**config.mk**
```make
export PLATFORM = sky130hd
export DESIGN_NAME = scale_fetch
export DESIGN_NICKNAME = d
export VERILOG_FILES = /design/src/rtl/scale_fetch.sv
export SDC_FILE = /design/constraint.sdc
export NUM_CORES = 1
export LEC_CHECK = 0
export CAP_MARGIN = 10
export CELL_PAD_IN_SITES_DETAIL_PLACEMENT = 1
export CELL_PAD_IN_SITES_GLOBAL_PLACEMENT = 1
export CORE_AREA = 5 5 108 110
export CTS_CLUSTER_DIAMETER = 150
export DETAILED_ROUTE_END_ITERATION = 8
export DIE_AREA = 0 0 113 115
export PLACE_DENSITY_LB_ADDON = 0.1
export SLEW_MARGIN = 10
export SYNTH_ARGS = -nofsm -noshare
export SYNTH_HDL_FRONTEND = slang
export SYNTH_SLANG_ARGS = --single-unit
```
**constraint.sdc**
```tcl
create_clock -name clk -period 3 [get_ports clk]
set_input_delay 0.6 -clock clk [delete_from_list [all_inputs] [get_ports clk]]
set_output_delay 0.6 -clock clk [all_outputs]
set_load 0.005 [all_outputs]
```
**src/rtl/scale_fetch.sv**
```systemverilog
// Feeds the 2x2 scaling stage: walks source blocks, reads the frame SRAM,
// aligns pixel slots. Optional SCALE_FETCH_ZERO_PAD_EN zero-pads expand edges.
module scale_fetch #(
  parameter int ADDR_W   = 18,
  parameter int SRC_BASE = 0,
  parameter int W_SMALL  = 128,
  parameter int W_LARGE  = 512
) (
  input  logic              clk,
  input  logic              rst_n,
  input  logic              start,
  input  logic              process_mode,
  input  logic              clk_200ms,
  input  logic [23:0]       rd_data,
  output logic              rd_en,
  output logic [ADDR_W-1:0] rd_addr,
  output logic [23:0]       pix_out,
  output logic              scl_en,
  output logic              busy,
  output logic              done
);

  localparam int LS = $clog2(W_SMALL);
  localparam int LL = $clog2(W_LARGE);
  localparam int NS = W_SMALL * W_SMALL;
  localparam int NL = (W_LARGE / 2) * (W_LARGE / 2);
  localparam int NM = (NL > NS) ? NL : NS;
  localparam int BW = $clog2(NM + 1);

`ifdef SCALE_FETCH_ZERO_PAD_EN
  localparam bit PAD = 1'b1;
`else
  localparam bit PAD = 1'b0;
`endif

  typedef enum logic [2:0] {
    IDLE, ARM, RUN, RESYNC, FINISH
  } state_t;

  state_t state, state_n;

  logic          mode;
  logic [2:0]    ph, ph_n, plast;
  logic [BW-1:0] blk, blk_n, nblk;
  logic          tail;
  logic          issue;
  logic          rd_v, pad_v;

  logic [ADDR_W-1:0] row, col, x, y, addr;
  logic              dx, dy, ex, ey, pad;

  assign nblk  = mode ? BW'(NL) : BW'(NS);
  assign plast = mode ? 3'd5 : 3'd6;
  assign tail  = (blk == nblk);
  assign dx    = ph[0];
  assign dy    = ph[1];

  // Block index -> pixel coordinate; W is a power of two so shifts suffice
  always_comb begin
    row  = '0;
    col  = '0;
    x    = '0;
    y    = '0;
    ex   = 1'b0;
    ey   = 1'b0;
    addr = '0;
    if (mode) begin
      col  = ADDR_W'(blk & BW'(W_LARGE / 2 - 1));
      row  = ADDR_W'(blk >> (LL - 1));
      x    = (col << 1) | ADDR_W'(dx);
      y    = (row << 1) | ADDR_W'(dy);
      addr = ADDR_W'(SRC_BASE) + (y << LL) + x;
    end else begin
      col = ADDR_W'(blk & BW'(W_SMALL - 1));
      row = ADDR_W'(blk >> LS);
      x   = col;
      y   = row;
      if (dx && col == ADDR_W'(W_SMALL - 1)) ex = 1'b1;
      else x = col + ADDR_W'(dx);
      if (dy && row == ADDR_W'(W_SMALL - 1)) ey = 1'b1;
      else y = row + ADDR_W'(dy);
      addr = ADDR_W'(SRC_BASE) + (y << LS) + x;
    end
  end

  assign pad     = PAD && (ex || ey);
  assign issue   = (state == RUN) && !tail && (ph < 3'd4);
  assign rd_en   = issue && !pad;
  assign rd_addr = rd_en ? addr : '0;

  assign busy   = (state == ARM) || (state == RUN)
               || (state == RESYNC);
  assign scl_en = (state == RUN) || (state == RESYNC);
  assign done   = (state == FINISH);

  always_comb begin
    state_n = state;
    ph_n    = ph;
    blk_n   = blk;
    unique case (state)
      IDLE: begin
        ph_n  = '0;
        blk_n = '0;
        if (start) state_n = ARM;
      end
      ARM: begin
        ph_n    = '0;
        state_n = clk_200ms ? RESYNC : RUN;
      end
      RUN: begin
        if (clk_200ms) begin
          state_n = RESYNC;
          ph_n    = '0;
          if (tail) blk_n = blk - BW'(1);
        end else if (tail) begin
          state_n = FINISH;
        end else if (ph == plast) begin
          ph_n  = '0;
          blk_n = blk + BW'(1);
        end else begin
          ph_n = ph + 3'd1;
        end
      end
      RESYNC: begin
        ph_n = '0;
        if (!clk_200ms) state_n = RUN;
      end
      FINISH: state_n = IDLE;
      default: state_n = IDLE;
    endcase
  end

  always_ff @(posedge clk or negedge rst_n) begin
    if (!rst_n) begin
      state   <= IDLE;
      ph      <= '0;
      blk     <= '0;
      mode    <= 1'b0;
      rd_v    <= 1'b0;
      pad_v   <= 1'b0;
      pix_out <= '0;
    end else begin
      state <= state_n;
      ph    <= ph_n;
      blk   <= blk_n;
      if (state == IDLE && start) mode <= process_mode;
      rd_v  <= rd_en;
      pad_v <= issue && pad;
      // Pixel slots only; pix_out holds through INIT/WB
      if (pad_v) pix_out <= '0;
      else if (rd_v) pix_out <= rd_data;
    end
  end

endmodule

```
# Yosys cells after proc, flatten, opt, wreduce, memory -nomap -nowiden

Index checks and enable logic that the tools add are counted.

Reductions and logical operators: 16
Order comparisons: 1
Equal/unequal tests: 14
Multiplexer cells: 23
Bitwise logic cells: 2
Add/subtract/negate cells: 7

Operators by type and width:

| kind                                                                   | count |
|---|---|
| 17-bit 2-to-1 mux                                                      | 5 |
| 18-bit 2-to-1 mux                                                      | 3 |
| 17-bit one-hot mux with 2 select lines                                 | 1 |
| 11-bit 2-to-1 mux                                                      | 2 |
| 3-bit 2-to-1 mux                                                       | 7 |
| 18-bit adder                                                           | 1 |
| 18-bit by 9-bit adder with 18-bit output                               | 1 |
| 9-bit by 1-bit bitwise OR with 9-bit output                            | 2 |
| 17-bit by 1-bit adder with 17-bit output, second input constant        | 1 |
| 17-bit equality test                                                   | 1 |
| 17-bit by 1-bit subtractor with 17-bit output, second input constant   | 1 |
| 3-bit one-hot mux with 4 select lines                                  | 1 |
| 10-bit by 1-bit adder with 11-bit output                               | 1 |
| 10-bit by 7-bit equality test with 1-bit output, second input constant | 1 |
| 3-bit inequality test, second input constant                           | 3 |
| 7-bit by 1-bit adder with 8-bit output                                 | 1 |
| 8-bit 2-to-1 mux                                                       | 1 |
| 7-bit equality test, second input constant                             | 1 |
| 3-bit by 2-bit equality test with 1-bit output, second input constant  | 2 |
| 3-bit one-hot mux with 2 select lines                                  | 1 |
| 1-bit logical AND                                                      | 5 |
| 2-bit inequality test, second input constant                           | 2 |
| 4-bit AND reduction                                                    | 1 |
| 2-bit nonzero test                                                     | 2 |
| 14 further kinds                                                       | 16 |

Output and inout bits: 46
Logic and storage cells: 69
Bits of input ports: 29
Register bits: 49

# Depth between registers and ports, before layout

Gate-level depths: netlist of run 1.

Word-level depth: 7
Gate-level depth with buffers: 13
Depth with buffers taken out: 12

# Worst setup path before layout of run 1

No wires, ideal clock.

Path kind: register to output
Start point: register blk[14]
End point: output rd_addr[16]
Required time: 2.400 ns
Setup slack: 0.025 ns
Buffers on the path: 1
Stages on the path, launching flop included: 12
Arrival time: 2.375 ns
Path through: dfrtp_1 > buf_6 > nor4b_4 > nand4_2 > or2b_1 > ha_1 > o21ai_0 > a21oi_2 > nand2_1 > nor4_2 > xor2_1 > o31ai_1

Word-level cells in the longest chain between the ends: 7
Elaborated cells between the ends (all ways): 14
Those cells by class: add/sub: 3; eq/ne: 2; mux: 4; bitwise: 1; reduce/logical: 4

RTL lines:

| what                                                 | line | text |
|---|---|---|
| start: declaration                                   | 44   | `logic [BW-1:0] blk, blk_n, nblk;` |
| start signal: assignment                             | 145  | `blk <= blk_n;` |
| branches (longest 6 deep; another with 18-bit adder) | n/a  |  |
| 18-bit 2-to-1 mux *                                  | 89   | `assign rd_addr = rd_en ? addr : '0;` |
| end: declaration                                     | 16   | `output logic [ADDR_W-1:0] rd_addr,` |

Every way passes the cells marked *. The select of a mux whose other input is x is not followed.

# Final worst setup path of run 1

Same ends and word-level chain as after synthesis.

==> results.rst, run 1 <==
.. list-table::
   :header-rows: 1

   * - Metric
     - Value
   * - Synth Warn #
     - 0
   * - Actual slew at the worst max-slew pin
     - around 0.94 ns
   * - Number of standard cells after synthesis
     - 400
   * - Max Buffers Root-to-Sink
     - 2
   * - Final routed wirelength across all metal layers
     - approximately 12 mm
   * - Slowest cell delay on critical path
     - around 0.41 ns
   * - Result of the run
     - finished with violations
   * - Initial Util
     - a little over a third
   * - Setup TNS after final layout
     - -0.983 ns
   * - Sequential fraction of design power
     - 27.4%
   * - Clock latency at the later pin of the worst-skew pair
     - between 0.3 and 0.4 ns
   * - Num CTS Buffers
     - 5
   * - Post-Syn Nets
     - 453
   * - Count of unique library cells instantiated by Yosys
     - 60
   * - Die height
     - ~120 um
   * - Worst hold slack
     - around 0.22 ns
   * - Number of non-filler instances in the completed layout
     - roughly 700
   * - Die width
     - between 100 and 150 um
   * - Avg Inst Size Synth
     - ~9.2 um^2
   * - WL per Instance
     - between 15 and 20 um
   * - Number of global-route vias before repair
     - between 3000 and 4000
   * - Final nets
     - just over 600
   * - N_diodes
     - 0
   * - Overall track demand over capacity in global routing
     - between 10% and 20%
   * - Proportion of synthesized flip-flops having asynchronous set or reset
     - between 90% and 100%
   * - Buffer type at the clock tree root
     - clkbuf_8
   * - Leakage power
     - 2.50 nW
   * - Post-route total power
     - 3.57 mW
   * - Switching fraction of total power
     - approximately 40%
   * - Tmin final
     - approximately 3.2 ns
   * - Most frequently used flop master after synthesis
     - dfrtp_1
   * - Post-route fraction of the period consumed by the critical path
     - 107%
   * - Largest net degree at the start of global routing
     - 29
   * - Antenna Nets Post-Route
     - 0
   * - Share of total power in combinational logic
     - between 60% and 70%
   * - Clock network power share
     - between 10% and 20%
   * - CTS tree
     - done
   * - Syn-to-layout area delta
     - 51.5%
   * - Pre-CTS setup slack
     - -0.362 ns
   * - Capturing element type of the critical path
     - output pin
   * - First-pass GRT wire length
     - between 15 and 20 mm
   * - Port-buffer cells
     - 74
   * - Worst max-slew margin expressed relative to the limit
     - between 30% and 40%
   * - Clock transition at the registers of the reported paths
     - roughly 0.10 ns
   * - Synth top area share
     - between 30% and 40%
   * - Number of antenna violations at the first check in global routing
     - 0
   * - Final core utilization
     - a little over half
   * - Iteration-0 DRC count of the detailed router
     - 93
   * - Routability congestion estimate from global placement
     - about 0.9
   * - Final routed DRC violation total
     - 0
   * - Rows
     - 38
   * - I/O Pins
     - 75
   * - Internal power
     - between 2 and 2.5 mW
   * - Type of element launching the critical path
     - flop
   * - Placed instance area
     - between 0.005 and 0.006 mm^2
   * - Crit path max-delay cell type
     - dfrtp_1
   * - Finished layout cell area
     - between 0.005 and 0.006 mm^2
   * - Finish-stage setup viols
     - 8
   * - Ratio of cells with drive above 1 in the final layout
     - between 30% and 40%
   * - Standard cell core area
     - around 0.011 mm^2
   * - Hold crit path type
     - input port to asynchronous set/reset pin
   * - Number of endpoints with negative hold slack in the final report
     - 0
   * - 1st-pass router iterations
     - 4
   * - Setup slack after layout
     - -0.214 ns
   * - Placed Cells incl. Taps
     - between 600 and 700
   * - Detailed-route via count
     - between 3000 and 4000
   * - Post-synth EDFFs
     - 0
   * - Cell area after synthesis
     - between 0.003 and 0.004 mm^2
   * - List of cells traversed by the critical path
     - nor4b_4 -> nand4_2 -> or2b_1 -> ha_4 -> o21ai_2 -> a21oi_2 -> nand2_2 -> buf_6 -> nor4_4 -> xor2_1 -> o31ai_1 -> buf_2
   * - Seq/Total Area, Yosys
     - around a third
   * - Setup repair after global routing missed its margin
     - true
   * - Crit Path Class
     - flop to output pin
   * - Yosys top cell by area
     - dfrtp_1
   * - Flop and latch count out of synthesis
     - a little under 50
   * - Failing checks
     - negative setup slack
   * - Ranking of synthesized cells by area
     - dfrtp_1 33%, ha_1 7.8%, mux2_2 7.7%, a21oi_1 3.9%, xnor2_1 3.6%
   * - Sum of overflow across all layers after global routing
     - 0
   * - Sinks on the clock net
     - 49
   * - Highest net fanout along the worst path
     - 2
   * - Required time reported for the critical path endpoint
     - between 2 and 2.5 ns
   * - H-tree level count
     - 2
   * - Number of vias per cell after detailed routing
     - roughly 5.2
   * - Arrival time worst endpoint
     - between 2 and 3 ns
   * - Power Dens Cells
     - 641 mW/mm^2
   * - Fmax
     - between 300 and 400 MHz
   * - Max Cap Viol
     - 0
   * - Worst Skew
     - 0.0129 ns
   * - IR Drop Worst-Case VDD
     - roughly 0.30 mV
   * - Slew Viols, Final
     - 0
   * - Die Area
     - 0.0130 mm^2
   * - Net switching power
     - roughly 1.4 mW
   * - Detailed placer's ending HPWL
     - 9.29 mm
[sequential cells by signal, indices dropped and copies added (netlist names)]
signal and flops:
state 3, mode 1, pix_out 24, blk 17, rd_v 1, ph 3
[synth_stat cells, types with 5 or more instances]
master and number:
inv_1 8, nor2b_1 5, a21o_1 8, o21ai_0 19, and3_1 6, mux2_2 25
nor2_1 25, a21oi_1 29, nand2_1 34, clkbuf_1 12, mux2i_1 8, nand3_1 19
a22o_1 12, xor2_1 6, o31ai_1 5, nand4_1 8, dfrtp_1 49, xnor2_1 15
ha_1 23, nor3_1 11, buf_2 5, a31oi_1 9
[power by group through the flow]
| stage | Combinational (mW) | Clock (mW) | Sequential [mW] |
|---|---|---|---|
| after floorplan | 1.06 | 0 | 0.989 |
| after global placement | 2.01 | 0 | 0.977 |
| after detailed placement | 2.05 | 0 | 0.991 |
| after CTS | 2.13 | 0.416 | 0.978 |
| after global routing | 2.40 | 0.443 | 1.01 |
| final | 2.20 | 0.399 | 0.980 |
[final timing paths]
kind                             from           to  slack [ns]  cells after the start
setup / recovery              blk[14]  rd_addr[16]       -0.21                     12
hold / removal                  rst_n  pix_out[16]        0.22                      1
setup reg to reg               blk[1]      blk[14]        0.38                      9
hold reg to reg            pix_out[5]   pix_out[5]        0.51                      1
max in group asynchronous       rst_n      blk[13]        2.02                      2
min in group clk           pix_out[5]   pix_out[5]        0.51                      1
[worst max-delay path: cells and delay by family (launching register included)]
kind            cells  cell delay (ns)
compound gates      3             0.39
xor+xnor            1             0.11
fa+ha+maj           1             0.14
buf+inv             2             0.28
flops               1             0.41
simple gates        5             0.97
[area by class of cell]
cell class / count / area, um^2
Fill cell: 1251 / 5030
Multi-Input combinational cell: 319 / 2510
Timing Repair Buffer: 184 / 1540
Sequential cell: 49 / 1230
Tap cell: 140 / 175
Clock buffer: 5 / 68.8
Inverter: 9 / 33.8
Clock inverter: 3 / 22.5
[cell families after synthesis]
kind of cell	synth area share (%)
AND/OR/NAND/NOR	19.0
AO/OA/AOI/OAI	20.1
flip-flops	33.3
multiplexers	9.83
buffers and inverters	4.35
adder cells (fa/ha/maj)	8.37
XOR/XNOR	5.00
[routing by layer]
metal	share of wire (%)	up-vias	GRT usage, %	wire length [um]
li1	-	1823	-	-
met1	43	1769	22.2	5260
met2	50	81	34.6	6150
met3	4.4	15	3.32	537
met4	2.0	0	6.33	248
met5	0	-	0	0
[what timing repair did]
item                                   4_1_cts  5_1_grt
buffers inserted                            12        8
resized for setup                           71       31
pin swaps                                   29       18
endpoints found under the hold margin        0        0
hold buffers                                 0        0
setup endpoints to repair                   19       18
[placed cells by master, fill, tap and decap left out, types with 8 or more instances in the layout]
master,instances
a21o_1,8
a21oi_1,28
a22o_1,12
a31oi_1,9
buf_2,11
buf_4,105
clkdlybuf4s50_1,55
dfrtp_1,49
ha_1,16
inv_1,8
mux2_2,25
nand2_1,30
nand3_1,15
nand4_1,8
nor2_1,24
o21ai_0,18
xnor2_1,12
Note: power is estimated with default switching activity, not from simulation.
==> run 2, diff against run 1 <==
--- a/config.mk
+++ b/config.mk
@@ -8,10 +8,10 @@
 export CAP_MARGIN = 10
 export CELL_PAD_IN_SITES_DETAIL_PLACEMENT = 1
 export CELL_PAD_IN_SITES_GLOBAL_PLACEMENT = 1
-export CORE_AREA = 5 5 108 110
+export CORE_AREA = 5 5 104 106
 export CTS_CLUSTER_DIAMETER = 150
 export DETAILED_ROUTE_END_ITERATION = 8
-export DIE_AREA = 0 0 113 115
+export DIE_AREA = 0 0 109 111
 export PLACE_DENSITY_LB_ADDON = 0.1
 export SLEW_MARGIN = 10
 export SYNTH_ARGS = -nofsm -noshare
==> constraint.sdc (replaced) <==
create_clock -name clk -period 3.5 [get_ports clk]
set_input_delay 0.7 -clock clk [delete_from_list [all_inputs] [get_ports clk]]
set_output_delay 0.7 -clock clk [all_outputs]
set_load 0.005 [all_outputs]
==> run 2 against run 1 <==
First-iteration DRC count grew 39%. Critical path type unchanged. Largest cell class unchanged. Utilization shrank 0.95 points. Total power shrank 23%. Highest routed layer unchanged. The flow now finishes without violations. Flip-flop and latch count is the same. Combinational power shrank 27%. Sequential share of layout area grew 2.5 points. Die area shrank 6.9%. Clock-buffer cell count grew 1. Clock skew shrank 0.0011 ns. Non-clock buffer count shrank 58. Critical endpoint is now rd_addr[14]. Wire length shrank 8.7%. Global-route usage shrank 0.36 points.
==> results.rst, run 2 (synthesis results as in run 1) <==
.. list-table::
   :header-rows: 1

   * - Metric
     - Value
   * - Result of the run
     - finished, final reports clean
   * - Flip-flop count of the largest register, all copies and words added
     - 24
   * - Setup repair after global routing missed its margin
     - true
   * - Routability congestion estimate from global placement
     - ~0.84
   * - Iteration-0 DRC count of the detailed router
     - about 130
   * - Antenna Nets Post-Route
     - 0
   * - Clock transition at the registers of the reported paths
     - 0.08 ns
   * - IR Drop Worst-Case VDD
     - 0.257 mV
   * - Detailed-route via count
     - roughly 3500
   * - Final nets
     - between 500 and 600
   * - First-pass GRT wire length
     - 18.3 mm
   * - Finished layout cell area
     - approximately 0.005 mm^2
   * - Number of endpoints with negative hold slack in the final report
     - 0
   * - Syn-to-layout area delta
     - 35.9%
   * - Flop-to-flop setup slack
     - 0.85 ns
   * - Fmax
     - approximately 290 MHz
   * - Final core utilization
     - roughly half
   * - Leading cell types in the layout, fill and taps excluded
     - 64 x clkdlybuf4s50_1, 52 x buf_4, 49 x dfrtp_1, 32 x nand2_1, 27 x a21oi_1
   * - Biggest register
     - pix_out
   * - Overall track demand over capacity in global routing
     - between 15 and 20%
   * - Sequential fraction of design power
     - a little under a third
   * - Rows
     - 36
   * - 1st-pass router iterations
     - 4
   * - Sinks on the clock net
     - 49
   * - Tmin final
     - roughly 3.4 ns
   * - Standard cell core area
     - 0.00968 mm^2
   * - Most common cell after layout, fill and taps aside
     - clkdlybuf4s50_1
   * - Number of global-route vias before repair
     - roughly 3600
   * - Pre-CTS setup slack
     - -0.0516 ns
   * - Placed instance area
     - 0.00478 mm^2
   * - Slew Viols, Final
     - 0
   * - Required time reported for the critical path endpoint
     - about 2.8 ns
   * - Final routed wirelength across all metal layers
     - approximately 11 mm
   * - Post-route fraction of the period consumed by the critical path
     - between 90% and 100%
   * - Max Cap Viol
     - 0
   * - Worst hold slack
     - about 0.42 ns
   * - Sum of overflow across all layers after global routing
     - 0
   * - Number of antenna violations at the first check in global routing
     - 0
   * - Highest net fanout along the worst path
     - 2
   * - Max Buffers Root-to-Sink
     - 2
   * - Crit Path Class
     - flop to output pin
   * - Placed Cells incl. Taps
     - between 600 and 700
   * - Worst Skew
     - between 0.01 and 0.015 ns
   * - Finish-stage setup viols
     - 0
   * - Buffer type at the clock tree root
     - clkbuf_8
   * - Setup slack after layout
     - between 0.05 and 0.06 ns
   * - Detailed placer's ending HPWL
     - 8.74 mm
   * - Hold crit path type
     - input port to asynchronous set/reset pin
   * - Die Area
     - between 0.01 and 0.015 mm^2
   * - Type of element launching the critical path
     - flop
   * - Clock latency at the later pin of the worst-skew pair
     - 0.30 ns
   * - Regs by FF count
     - pix_out (24), blk (17)
   * - Largest net degree at the start of global routing
     - 50
   * - Actual slew at the worst max-slew pin
     - 0.945 ns
   * - CTS tree
     - done
   * - Die width
     - ~110 um
   * - Number of vias per cell after detailed routing
     - 5.45
   * - Power Dens Cells
     - between 500 and 600 mW/mm^2
   * - Initial Util
     - roughly 38%
   * - Capturing element type of the critical path
     - output pin
   * - Die height
     - 111 um
   * - Count of fill cells added during filler insertion
     - 1130
   * - Clock network power share
     - between 10% and 20%
   * - Port-buffer cells
     - 74
   * - N_diodes
     - 0
   * - Num CTS Buffers
     - 5
   * - Switching fraction of total power
     - between 30% and 40%
   * - Internal power
     - roughly 1.7 mW
   * - Share of total power in combinational logic
     - ~58%
   * - Leakage power
     - between 2 and 2.5 nW
   * - Ratio of cells with drive above 1 in the final layout
     - between 20% and 30%
   * - H-tree level count
     - 2
   * - WL per Instance
     - 17.3 um
   * - Arrival time worst endpoint
     - ~2.8 ns
   * - I/O Pins
     - between 70 and 80
   * - Net switching power
     - 1.10 mW
   * - Number of non-filler instances in the completed layout
     - approximately 640
   * - Worst max-slew margin expressed relative to the limit
     - about 37%
   * - Final routed DRC violation total
     - 0
run 2: changes by cell type in the layout (fill, tap and decap cells not counted), sizes merged:
cell and delta:
dlymetal6s2s -2, clkinv +2, buf -66, clkdlybuf4s50 +9, clkdlybuf4s15 -1, clkbuf +3, clkinvlp -3
run 2: area by class of cell:
| cell class | count | area (um^2) | share of cell area [%] |
|---|---|---|---|
| Clock buffer | 6 | 72.6 | 1.45 |
| Multi-Input combinational cell | 319 | 2370 | 47.5 |
| Clock inverter | 2 | 10.0 | 0.200 |
| Sequential cell | 49 | 1230 | 24.5 |
| Timing Repair Buffer | 126 | 1110 | 22.3 |
| Tap cell | 133 | 166 | 3.33 |
| Inverter | 9 | 33.8 | 0.676 |
run 2: final timing paths:
kind | cells past startpoint | endpoint | start
hold reg to reg | 1 | pix_out[21] | pix_out[21]
max in group asynchronous | 1 | blk[11] | rst_n
setup / recovery | 13 | rd_addr[14] | blk[14]
min in group clk | 1 | pix_out[21] | pix_out[21]
hold / removal | 1 | pix_out[19] | rst_n
setup reg to reg | 11 | blk[15] | blk[3]
run 2: critical path, stage by stage (launching register included):
cell and delay, ns:
dfrtp_1 0.41, nor4b_4 0.32, nand4_2 0.15, or2b_1 0.24, ha_2 0.19, o21ai_2 0.05
a21oi_2 0.13, buf_4 0.13, nand2_2 0.07, buf_4 0.14, or3_1 0.35, nand3_2 0.08
a21oi_2 0.06, buf_2 0.13
run 2: power groups by stage:
| stage | logic [mW] | registers, mW | clock network (mW) |
|---|---|---|---|
| 6_report | 1.60 | 0.846 | 0.321 |
| 5_1_grt | 1.75 | 0.870 | 0.360 |
| 4_1_cts | 1.59 | 0.846 | 0.340 |
| 3_5_place_dp | 1.58 | 0.858 | 0 |
| 3_3_place_gp | 1.55 | 0.842 | 0 |
| 2_1_floorplan | 0.909 | 0.848 | 0 |
run 2: layer usage:
| metal | share of wire, % | global-route usage (%) | vias up |
|---|---|---|---|
| met2 | 51 | 32.7 | 68 |
| met5 | 0 | 0 | - |
| met4 | 0.99 | 4.12 | 0 |
| met3 | 4.1 | 2.62 | 8 |
| met1 | 44 | 23.5 | 1727 |
| li1 | - | - | 1709 |
run 2: what timing repair did:
item,4_1_cts,5_1_grt
resized for setup,16,25
endpoints found under the hold margin,0,0
setup buffers,7,3
pin swaps,6,7
hold buffers,0,0
setup endpoints to repair,9,6
run 2: metrics by stage:
stage	setup TNS [ns]	power (mW)
2_1_floorplan	0	1.76
3_3_place_gp	0	2.39
6_report	0	2.76
5_1_grt	-0.195	2.98
4_1_cts	0	2.78
3_5_place_dp	-0.0516	2.44
